`src/rtl/mips_ctrl_pkg.sv`:
```
// Shared definitions for the multicycle MIPS-style main controller and the
// downstream ALU control decoder: state encoding, opcodes and ALU classes.
package mips_ctrl_pkg;

    typedef enum logic [3:0] {
        ST_FETCH  = 4'd0,
        ST_DECODE = 4'd1,
        ST_MEMADR = 4'd2,
        ST_MEMRD  = 4'd3,
        ST_MEMWB  = 4'd4,
        ST_MEMWR  = 4'd5,
        ST_RTEXEC = 4'd6,
        ST_RTWB   = 4'd7,
        ST_BRANCH = 4'd8,
        ST_JUMP   = 4'd9
    } state_e;

    localparam logic [2:0] OP_LOAD  = 3'b000;
    localparam logic [2:0] OP_STORE = 3'b001;
    localparam logic [2:0] OP_JUMP  = 3'b010;
    localparam logic [2:0] OP_BEQZ  = 3'b011;
    // Value of opcode[2] that marks an ALU instruction; [1:0] decoded downstream.
    localparam logic       OP_ALU   = 1'b1;

    localparam logic [1:0] ALUOP_ADD   = 2'b00;
    localparam logic [1:0] ALUOP_SUB   = 2'b01;
    localparam logic [1:0] ALUOP_RTYPE = 2'b10;

    localparam logic [1:0] SRCB_REG = 2'b00;
    localparam logic [1:0] SRCB_ONE = 2'b01;
    localparam logic [1:0] SRCB_IMM = 2'b10;

    localparam logic [1:0] PCSRC_ALU    = 2'b00;
    localparam logic [1:0] PCSRC_ALUOUT = 2'b01;
    localparam logic [1:0] PCSRC_JUMP   = 2'b10;

    typedef struct packed {
        logic       pc_write;
        logic       pc_write_cond;
        logic       i_or_d;
        logic       mem_read;
        logic       mem_write;
        logic       ir_write;
        logic       mem_to_reg;
        logic       reg_write;
        logic       alu_src_a;
        logic [1:0] alu_src_b;
        logic [1:0] pc_src;
        logic [1:0] alu_op;
        logic       instr_done;
    } ctrl_t;

endpackage

```
`src/rtl/main_ctrl_decode.sv`:
```
// Per-state datapath control decode; strobes that complete a memory access
// are qualified by mem_ready so they fire only on the completing cycle.
module main_ctrl_decode
    import mips_ctrl_pkg::*;
(
    input  state_e state,
    input  logic   mem_ready,
    output ctrl_t  ctrl
);

    // Moore decode of the current state, with mem_ready qualification in FETCH and MEMWR
    always_comb begin
        ctrl = '0;
        case (state)
            ST_FETCH: begin
                ctrl.mem_read  = 1'b1;
                ctrl.alu_src_b = SRCB_ONE;
                ctrl.alu_op    = ALUOP_ADD;
                ctrl.pc_src    = PCSRC_ALU;
                ctrl.ir_write  = mem_ready;
                ctrl.pc_write  = mem_ready;
            end
            ST_DECODE: begin
                ctrl.alu_src_b = SRCB_IMM;
                ctrl.alu_op    = ALUOP_ADD;
            end
            ST_MEMADR: begin
                ctrl.alu_src_a = 1'b1;
                ctrl.alu_src_b = SRCB_IMM;
                ctrl.alu_op    = ALUOP_ADD;
            end
            ST_MEMRD: begin
                ctrl.mem_read = 1'b1;
                ctrl.i_or_d   = 1'b1;
            end
            ST_MEMWB: begin
                ctrl.reg_write  = 1'b1;
                ctrl.mem_to_reg = 1'b1;
                ctrl.instr_done = 1'b1;
            end
            ST_MEMWR: begin
                ctrl.mem_write  = 1'b1;
                ctrl.i_or_d     = 1'b1;
                ctrl.instr_done = mem_ready;
            end
            ST_RTEXEC: begin
                ctrl.alu_src_a = 1'b1;
                ctrl.alu_src_b = SRCB_REG;
                ctrl.alu_op    = ALUOP_RTYPE;
            end
            ST_RTWB: begin
                ctrl.reg_write  = 1'b1;
                ctrl.instr_done = 1'b1;
            end
            ST_BRANCH: begin
                ctrl.alu_src_a     = 1'b1;
                ctrl.alu_src_b     = SRCB_REG;
                ctrl.alu_op        = ALUOP_SUB;
                ctrl.pc_src        = PCSRC_ALUOUT;
                ctrl.pc_write_cond = 1'b1;
                ctrl.instr_done    = 1'b1;
            end
            ST_JUMP: begin
                ctrl.pc_src     = PCSRC_JUMP;
                ctrl.pc_write   = 1'b1;
                ctrl.instr_done = 1'b1;
            end
            default: begin
                ctrl = '0;
            end
        endcase
    end

endmodule

```
`src/rtl/main_controller.sv`:
```
// Multicycle main control FSM: sequences fetch/decode/execute/memory/write-back,
// inserts memory wait states and pulses instr_done at retirement.
module main_controller
    import mips_ctrl_pkg::*;
#(
    parameter int ALUOP_W = 2
) (
    input  logic               clk,
    input  logic               rst_n,
    input  logic [2:0]         opcode,
    input  logic               mem_ready,
    output logic               pc_write,
    output logic               pc_write_cond,
    output logic               i_or_d,
    output logic               mem_read,
    output logic               mem_write,
    output logic               ir_write,
    output logic               mem_to_reg,
    output logic               reg_write,
    output logic               alu_src_a,
    output logic [1:0]         alu_src_b,
    output logic [1:0]         pc_src,
    output logic [ALUOP_W-1:0] alu_op,
    output logic               instr_done
);

    state_e state_q, state_d;
    logic   active_q, active_d;
    ctrl_t  ctrl_s;
    ctrl_t  ctrl_out_s;

    // Next-state logic; the FSM holds in FETCH until the first edge after reset release
    always_comb begin
        state_d  = state_q;
        active_d = 1'b1;
        if (!active_q) begin
            state_d = ST_FETCH;
        end else begin
            case (state_q)
                ST_FETCH: begin
                    if (mem_ready) state_d = ST_DECODE;
                    else           state_d = ST_FETCH;
                end
                ST_DECODE: begin
                    if (opcode[2] == OP_ALU) begin
                        state_d = ST_RTEXEC;
                    end else begin
                        case (opcode)
                            OP_LOAD, OP_STORE: state_d = ST_MEMADR;
                            OP_JUMP:           state_d = ST_JUMP;
                            OP_BEQZ:           state_d = ST_BRANCH;
                            default:           state_d = ST_FETCH;
                        endcase
                    end
                end
                ST_MEMADR: begin
                    if (opcode == OP_STORE) state_d = ST_MEMWR;
                    else                    state_d = ST_MEMRD;
                end
                ST_MEMRD: begin
                    if (mem_ready) state_d = ST_MEMWB;
                    else           state_d = ST_MEMRD;
                end
                ST_MEMWR: begin
                    if (mem_ready) state_d = ST_FETCH;
                    else           state_d = ST_MEMWR;
                end
                ST_RTEXEC: state_d = ST_RTWB;
                ST_MEMWB, ST_RTWB, ST_BRANCH, ST_JUMP: state_d = ST_FETCH;
                default:   state_d = ST_FETCH;
            endcase
        end
    end

    // State register; active_q keeps every output low until fetching begins
    always_ff @(posedge clk or negedge rst_n) begin
        if (!rst_n) begin
            state_q  <= ST_FETCH;
            active_q <= 1'b0;
        end else begin
            state_q  <= state_d;
            active_q <= active_d;
        end
    end

    main_ctrl_decode u_decode (
        .state     (state_q),
        .mem_ready (mem_ready),
        .ctrl      (ctrl_s)
    );

    // Force the control vector idle while reset is held or just released
    always_comb begin
        if (active_q) ctrl_out_s = ctrl_s;
        else          ctrl_out_s = '0;
    end

    assign pc_write      = ctrl_out_s.pc_write;
    assign pc_write_cond = ctrl_out_s.pc_write_cond;
    assign i_or_d        = ctrl_out_s.i_or_d;
    assign mem_read      = ctrl_out_s.mem_read;
    assign mem_write     = ctrl_out_s.mem_write;
    assign ir_write      = ctrl_out_s.ir_write;
    assign mem_to_reg    = ctrl_out_s.mem_to_reg;
    assign reg_write     = ctrl_out_s.reg_write;
    assign alu_src_a     = ctrl_out_s.alu_src_a;
    assign alu_src_b     = ctrl_out_s.alu_src_b;
    assign pc_src        = ctrl_out_s.pc_src;
    assign alu_op        = ALUOP_W'(ctrl_out_s.alu_op);
    assign instr_done    = ctrl_out_s.instr_done;

endmodule

```
`config.mk`:
```
export PLATFORM = sky130hd
export DESIGN_NAME = main_controller
export DESIGN_NICKNAME = d
export VERILOG_FILES = /design/src/rtl/mips_ctrl_pkg.sv /design/src/rtl/main_ctrl_decode.sv /design/src/rtl/main_controller.sv
export SDC_FILE = /design/constraint.sdc
export NUM_CORES = 1
export LEC_CHECK = 0
export CORE_ASPECT_RATIO = 0.8
export CORE_UTILIZATION = 25
export CTS_CLUSTER_DIAMETER = 80
export DETAILED_ROUTE_END_ITERATION = 12
export REMOVE_ABC_BUFFERS = 1
export SLEW_MARGIN = 25
export SYNTH_ARGS = -nofsm -noshare
export SYNTH_HDL_FRONTEND = slang
export SYNTH_HIERARCHICAL = 1
export SYNTH_SLANG_ARGS = --single-unit
```
`constraint.sdc`:
```
create_clock -name clk -period 2.1 [get_ports clk]
set_input_delay 0.42 -clock clk [delete_from_list [all_inputs] [get_ports clk]]
set_output_delay 0.42 -clock clk [all_outputs]
set_load 0.01 [all_outputs]
```
Yosys cells after proc, flatten, opt, wreduce, memory -nomap -nowiden
Cells that the tools add are included.
- word-level logic and storage cells: 45
- register bits: 5
- mux-type cells: 22
- equal/unequal tests: 12
- reductions and logical operators: 9
- operators by type and width (operator ; count):
    $pmux W4 S6 ; 1
    $eq A4 B3 Y1 const B ; 4
    $mux W16 ; 1
    $pmux W2 S2 ; 3
    $pmux W4 S3 ; 1
    $reduce_or A2 Y1 ; 5
    $mux W1 ; 9
    $mux W3 ; 3
    $eq A4 B2 Y1 const B ; 2
    $eq A4 B4 Y1 const B ; 2
    $mux W4 ; 2
    $eq A3 B2 Y1 const B ; 2
    $eq A4 B1 Y1 const B ; 1
    $logic_not A4 Y1 ; 1
    $pmux W1 S2 ; 2
    $reduce_or A4 Y1 ; 1
    $eq A3 B1 Y1 const B ; 1
    $logic_not A3 Y1 ; 1
    $reduce_or A3 Y1 ; 1

Logic depth before layout (Yosys ltp)
Gate-level depths: netlist of the first run.
- depth in word-level cells: 6
- mapped depth: 5

Hierarchy
The synthesis of the first run kept the hierarchy.
- by module, submodules not included (module ; times used ; area an instance (um^2) ; cells an instance ; seq. area each (um^2)):
    main_controller ; 1 ; 451.7 ; 52 ; 125.1
    main_ctrl_decode ; 1 ; 210.2 ; 31 ; 0.0

Worst setup path before layout of the first run
No wires, ideal clock.
- path type: register -> output
- start point: reg state_q[3]
- end point: out pc_write
- data arrival time: 1.265 ns
- buffers on the path: 1
- path slack: 0.415 ns
- required time: 1.680 ns
- stages on the path, launching flop included: 5
- path through: dfrtp_1 buf_6 or3b_1 a211oi_2 and2_1
- RTL lines (item ; line ; RTL):
    start, declared ; main_controller.sv:27 ; state_e state_q, state_d;
    start signal, assigned ; main_controller.sv:81 ; state_q <= state_d;
    end, declared ; main_controller.sv:12 ; output logic pc_write,

==> results of run 1 <==
==> worst min path at each step <==
stage / from / endpoint / slack [ps] / depth (start not counted)
after floorplan: rst_n / active_q$_DFF_PN0_ / 120 / 0
after global placement: rst_n / active_q$_DFF_PN0_ / 650 / 1
after detailed placement: rst_n / active_q$_DFF_PN0_ / 650 / 1
after CTS: rst_n / state_q[2]$_DFF_PN0_ / 390 / 1
after global routing: rst_n / state_q[3]$_DFF_PN0_ / 410 / 1
final: rst_n / state_q[2]$_DFF_PN0_ / 390 / 1
==> through the flow <==
step / area, um2 / util, % / std cells / power (mW)
CTS: 986 / 39.7 / 150 / 0.463
detailed placement: 948 / 38.2 / 144 / 0.348
finish: 1000 / 40.3 / 151 / 0.468
global route: 1000 / 40.3 / 151 / 0.506
global placement: 948 / 38.2 / 144 / 0.346
floorplan: 611 / - / 76 / 0.247
==> routing by layer <==
layer	GRT usage [%]	vias to the layer above	share of wire [%]	wire length, um
met5	0	-	0	0
met4	1.40	0	0	0
met3	4.32	0	6.8	102
met2	17.8	17	43	656
met1	15.5	289	50	750
li1	-	349	-	-
==> power groups by stage <==
| stage | combinational [mW] | clock (mW) | sequential (mW) |
|---|---|---|---|
| after CTS | 0.231 | 0.116 | 0.116 |
| after global routing | 0.264 | 0.123 | 0.118 |
| final | 0.242 | 0.110 | 0.116 |
| after detailed placement | 0.229 | 0 | 0.119 |
| after global placement | 0.227 | 0 | 0.120 |
| after floorplan | 0.110 | 0 | 0.137 |
==> kinds of logic after synthesis <==
family,Yosys count
compound gates,12
xor+xnor,2
buf+inv,9
flops,5
mux,1
other cells,1
simple gates,53
==> flip-flops by register name, summed over array words and instances, names as in the netlist <==
name,count
active_q,1
state_q,4
==> timing repair <==
action | in CTS | in global routing
resized for setup | 18 | 12
hold endpoints to repair | 0 | 0
pin swaps | 1 | 2
setup buffers | 2 | 1
endpoints found under the setup margin | 15 | 10
==> layout make-up <==
type | instances | area share (%)
Multi-Input combinational cell | 69 | 50.1
Timing Repair Buffer | 35 | 29.4
Sequential cell | 5 | 12.5
Tap cell | 36 | 4.50
Clock buffer | 3 | 2.25
Inverter | 2 | 0.750
Clock inverter | 1 | 0.500
==> critical path: stages, from the launching register on <==
cell and delay [ps]:
dfrtp_1 400, buf_4 170, nand2b_1 110, nor3_2 120, and2_1 140, clkdlybuf4s50_1 530
==> layout by cell type, fill, tap and decap left out, types with 2 or more instances in the layout <==
cell type	Yosys	final
and2_1	17	17
buf_4	2	13
nand2b_1	7	7
clkdlybuf4s50_1	0	7
dlygate4sd2_1	0	6
nor2_1	5	5
dfrtp_1	5	5
clkbuf_2	0	4
or3b_1	3	3
nor2b_1	3	3
clkbuf_4	0	3
dlymetal6s2s_1	0	3
inv_1	2	2
a311o_1	2	2
nand2_1	2	2
a21oi_1	2	2
nor3_2	0	2
nor3_1	4	2
nor3b_1	3	2
==> results.sh, run 1 <==
export IMPL_outcome="finished with violations"
export IMPL_failed_checks="negative setup slack"
export IMPL_holdWs_ps=390
export IMPL_r2r_start="state_q[1]$_DFF_PN0_"
export IMPL_path_class="reg2out"
export IMPL_grt_pass1_vias=550
export IMPL_multi_input_area_um2=502
export IMPL_drt_initial_drc_count=12
export IMPL_ios=22
export IMPL_crit_required_ps=1680
export IMPL_grt_pass1_wl_um=2420
export IMPL_cts_sinks=5
export IMPL_fin_nets=122
export IMPL_timing_final_max_slew_violations=0
export IMPL_irDropWorstVdd_uv=124
export IMPL_comb_power_share_pct=51.6
export IMPL_grtUsageTotal_pct=11.4
export IMPL_drv_cap=0
export IMPL_ant_nets=0
export IMPL_fin_setup_tns_ps=-54.4
export IMPL_p_switching_mw=0.163
export IMPL_grt_overflow_total=0
export IMPL_hold_viol=0
export IMPL_reg2reg_depth=6
export IMPL_pre_cts_ws_ps=-408
export IMPL_synth_xor_area_share_pct=2.65
export IMPL_synth_compound_area_share_pct=15.3
export IMPL_grt_setup_unrepaired="yes"
export IMPL_synthSimpleGateAreaFrac_pct=52.0
export IMPL_crit_start="state_q[3]$_DFF_PN0_"
export IMPL_p_per_area_nw_per_um2=468
export IMPL_place_hpwl_um=1130
export IMPL_hold_class="in2async"
export IMPL_p_leak_nw=0.476
export IMPL_placementRows=16
export IMPL_area_delta_synth_final_pct=51.2
export IMPL_cp_endpoint="pc_write_cond"
export IMPL_synth_largest_area_cell="dfrtp_1"
export IMPL_first_pass_iters=4
export IMPL_fmax_ghz=0.469
export IMPL_mappedNetlistArea_um2=662
export IMPL_p_seq_share_pct=24.8
export IMPL_fin_crit_sh_pct=102
export IMPL_clk_latency_ps=240
export IMPL_startpoint_type="flip-flop"
export IMPL_die_w_um=59.5
export IMPL_yosysWarnings=6
export IMPL_cts_root_buffer="clkbuf_4"
export IMPL_setup_viol=2
export IMPL_ys_top_cells_by_area="dfrtp_1, and2_1, nand2b_1, or3b_1, nor4_2"
export IMPL_yosysMostFrequentCell="and2_1"
export IMPL_synthCells=83
export IMPL_ys_seq_area_share_pct=18.9
export IMPL_synth_top_family_by_area="simple AND/OR/NAND/NOR gates"
export IMPL_start_util_pct=26.7
export IMPL_port_buffers=21
export IMPL_clkPwrFrac_pct=23.6
export IMPL_cp_data_arrival_time_ps=1710
export IMPL_intPower_mw=0.305
export IMPL_sw_frac_of_total_pct=34.8
export IMPL_r2r_end="state_q[3]$_DFF_PN0_"
export IMPL_cts_buffers=3
export IMPL_antennaDiodeCount=0
export IMPL_rrSetupSlack_ps=330
export IMPL_path_clk_slew_ps=40
export IMPL_synth_area_per_cell_um2=7.97
export IMPL_fin_ws_ps=-31.9
export IMPL_gp_congestion=0.723
export IMPL_synth_fa_ha_area_share_pct=0
export IMPL_route_vias_total=655
export IMPL_fp_dieH_um=48.0
export IMPL_core_area_um2=2480
export IMPL_via_per_inst=4.34
export IMPL_muxShareOfSynthArea_pct=1.70
export IMPL_die_area_um2=2860
export IMPL_n_fill_cell=275
export IMPL_synth_edf_count=0
export IMPL_seqCellArea_um2=125
export IMPL_fin_crit_ps=2130
export IMPL_drive_above_1_share_pct=28.7
export IMPL_ys_types=36
export IMPL_skew_ps=0.682
export IMPL_wl_per_cell_um=9.99
export IMPL_cts_tree="built"
export IMPL_endpoint_kind="output port"
export IMPL_cts_hold_buffers_added=0
export IMPL_yosys_area_top_type_share_pct=18.9
export IMPL_grt_max_degree=18
export IMPL_ys_top_cells_by_count="and2_1, nand2b_1, dfrtp_1, nor2_1, nor3_1"
export IMPL_synth_ff_type="dfrtp_1"
export IMPL_cts_buffer_depth=2
export IMPL_crit_fanout=7
export IMPL_synthArstFlopShare_pct=100
export IMPL_grt_antenna_before_repair=0
export IMPL_wirelength_um=1510
export IMPL_h_tree_depth=1
export IMPL_drc=0
export IMPL_yosys_register_bits=5
No activity file was read; power rests on OpenSTA's default activity.
==> run 2: changes to the inputs <==
Settings changed: CORE_UTILIZATION 25 to 37, GPL_ROUTABILITY_DRIVEN set to 0, PLACE_DENSITY set to 0.67, REMOVE_ABC_BUFFERS 1 to unset.
==> run 2 against run 1 <==
Net effect: the run now ends clean; clock skew increased by 1.7 ps; largest cell class unchanged; maximum frequency is 5.7% higher; flip-flop and latch count unchanged; combinational power barely moved; cell count fell by 9.9%; sequential share of layout area about the same; highest routed layer unchanged; wire length increased by 8.0%; hold slack improved by 5.1 ps; clock power barely moved.
==> results.sh, run 2 (synthesis gave the netlist of run 1 again) <==
export IMPL_cts_tree="built"
export IMPL_crit_fanout=4
export IMPL_area_delta_synth_final_pct=53.1
export IMPL_crit_start="state_q[3]$_DFF_PN0_"
export IMPL_via_per_inst=4.88
export IMPL_crit_required_ps=1680
export IMPL_fin_nets=121
export IMPL_grt_pass1_vias=598
export IMPL_timing_final_max_slew_violations=0
export IMPL_syn_num_nets=89
export IMPL_grtUsageTotal_pct=18.0
export IMPL_core_area_um2=1640
export IMPL_drt_initial_drc_count=12
export IMPL_sw_frac_of_total_pct=35.1
export IMPL_fin_crit_ps=2020
export IMPL_fmax_ghz=0.496
export IMPL_hold_viol=0
export IMPL_cp_data_arrival_time_ps=1600
export IMPL_regMostFlops="state_q"
export IMPL_endpoint_kind="output port"
export IMPL_dp_cells=127
export IMPL_port_buffers=21
export IMPL_grt_pass1_wl_um=2640
export IMPL_skew_ps=2.37
export IMPL_final_cell_mix="and2_1, dlygate4sd2_1, buf_4"
export IMPL_intPower_mw=0.305
export IMPL_r2r_start="state_q[3]$_DFF_PN0_"
export IMPL_cts_sinks=5
export IMPL_path_class="reg2out"
export IMPL_place_hpwl_um=1190
export IMPL_wl_per_cell_um=12.0
export IMPL_clkPwrFrac_pct=24.0
export IMPL_setup_viol=0
export IMPL_placed_area_um2=908
export IMPL_layout_cells_non_filler=136
export IMPL_ant_nets=0
export IMPL_total_power_mw=0.470
export IMPL_wirelength_um=1630
export IMPL_fin_ws_ps=83.8
export IMPL_irDropWorstVdd_uv=232
export IMPL_grt_overflow_total=0
export IMPL_p_leak_nw=0.493
export IMPL_p_seq_share_pct=24.9
export IMPL_drive_above_1_share_pct=28.9
export IMPL_cts_root_buffer="clkbuf_4"
export IMPL_grt_setup_unrepaired="yes"
export IMPL_grt_max_degree=18
export IMPL_cts_buffers=3
export IMPL_fin_area_um2=1010
export IMPL_first_pass_iters=4
export IMPL_pre_cts_ws_ps=-436
export IMPL_grt_antenna_before_repair=0
export IMPL_hold_class="in2async"
export IMPL_startpoint_type="flip-flop"
export IMPL_p_per_area_nw_per_um2=464
export IMPL_placementRows=13
export IMPL_start_util_pct=40.3
export IMPL_largest_reg_flops=4
export IMPL_p_switching_mw=0.165
export IMPL_route_vias_total=663
export IMPL_drv_cap=0
export IMPL_fp_dieH_um=39.8
export IMPL_die_area_um2=1960
export IMPL_comb_power_share_pct=51.0
export IMPL_path_clk_slew_ps=40
export IMPL_final_common_cell="and2_1"
export IMPL_outcome="completed"
export IMPL_antennaDiodeCount=0
export IMPL_drc=0
export IMPL_cts_hold_buffers_added=0
export IMPL_clk_latency_ps=240
export IMPL_cts_buffer_depth=2
export IMPL_reg_top3="state_q x4, active_q x1"
export IMPL_n_fill_cell=155
export IMPL_fin_util_pct=61.7
export IMPL_ios=22
export IMPL_die_w_um=49.3
export IMPL_h_tree_depth=1
export IMPL_fin_crit_sh_pct=96.0
## run 2: cell types whose count changed in the layout (fill, tap and decap cells not counted), moves of 2 or more
cell             previous run  this run
nand2b_4                    1         3
clkdlybuf4s50_1             7         5
buf_6                       1         5
dlygate4sd2_1               6         9
buf_4                      13         8
nand2b_1                    7         5
clkbuf_2                    4         1
## run 2: power by group through the flow
stage	combinational, mW	sequential, mW	clock (mW)
2_1_floorplan	0.143	0.119	0
3_3_place_gp	0.223	0.118	0
3_5_place_dp	0.226	0.118	0
4_1_cts	0.227	0.116	0.115
5_1_grt	0.264	0.118	0.124
6_report	0.240	0.117	0.113
## run 2: area by class of cell
class | instances | area (um2) | area share [%]
multi-input cells | 69 | 518 | 51.1
repair buffers | 34 | 308 | 30.4
flip-flops and latches | 5 | 126 | 12.5
well taps | 22 | 27.5 | 2.72
clock buffers | 4 | 26.3 | 2.59
inverters | 2 | 7.51 | 0.741
## run 2: what timing repair did
item,CTS,global route
setup endpoints to repair,15,9
pin swaps,0,1
gates resized for setup,26,13
setup buffers,4,1
## run 2: final timing paths
check                                        to  slack, ps  cells past startpoint
max in group asynchronous  state_q[2]$_DFF_PN0_       1500                      1
setup reg to reg           state_q[0]$_DFF_PN0_        360                      5
hold reg to reg            state_q[3]$_DFF_PN0_        780                      3
min in group clk           state_q[0]$_DFF_PN0_        770                      4
setup / recovery                       pc_write         80                      5
hold / removal             state_q[0]$_DFF_PN0_        390                      1
## run 2: worst max-delay path, cell delays in order (launching register included)
cell,delay [ps]
dfrtp_1,410
buf_6,140
or3b_1,380
a211oi_2,170
and2_1,140
buf_2,120
## run 2: through the flow
step | hold WS (ps) | setup TNS, ps
global route | 408 | -12.2
floorplan | 124 | 0
detailed placement | 655 | -889
finish | 395 | 0
global placement | 648 | -877
CTS | 393 | -1.17
## run 2: metal layers
metal	share of wire [%]	routed length, um	GRT usage [%]
met1	45	732	21.6
met2	51	826	34.9
met3	4.4	71	2.71
met4	0	0	2.94
met5	0	0	0
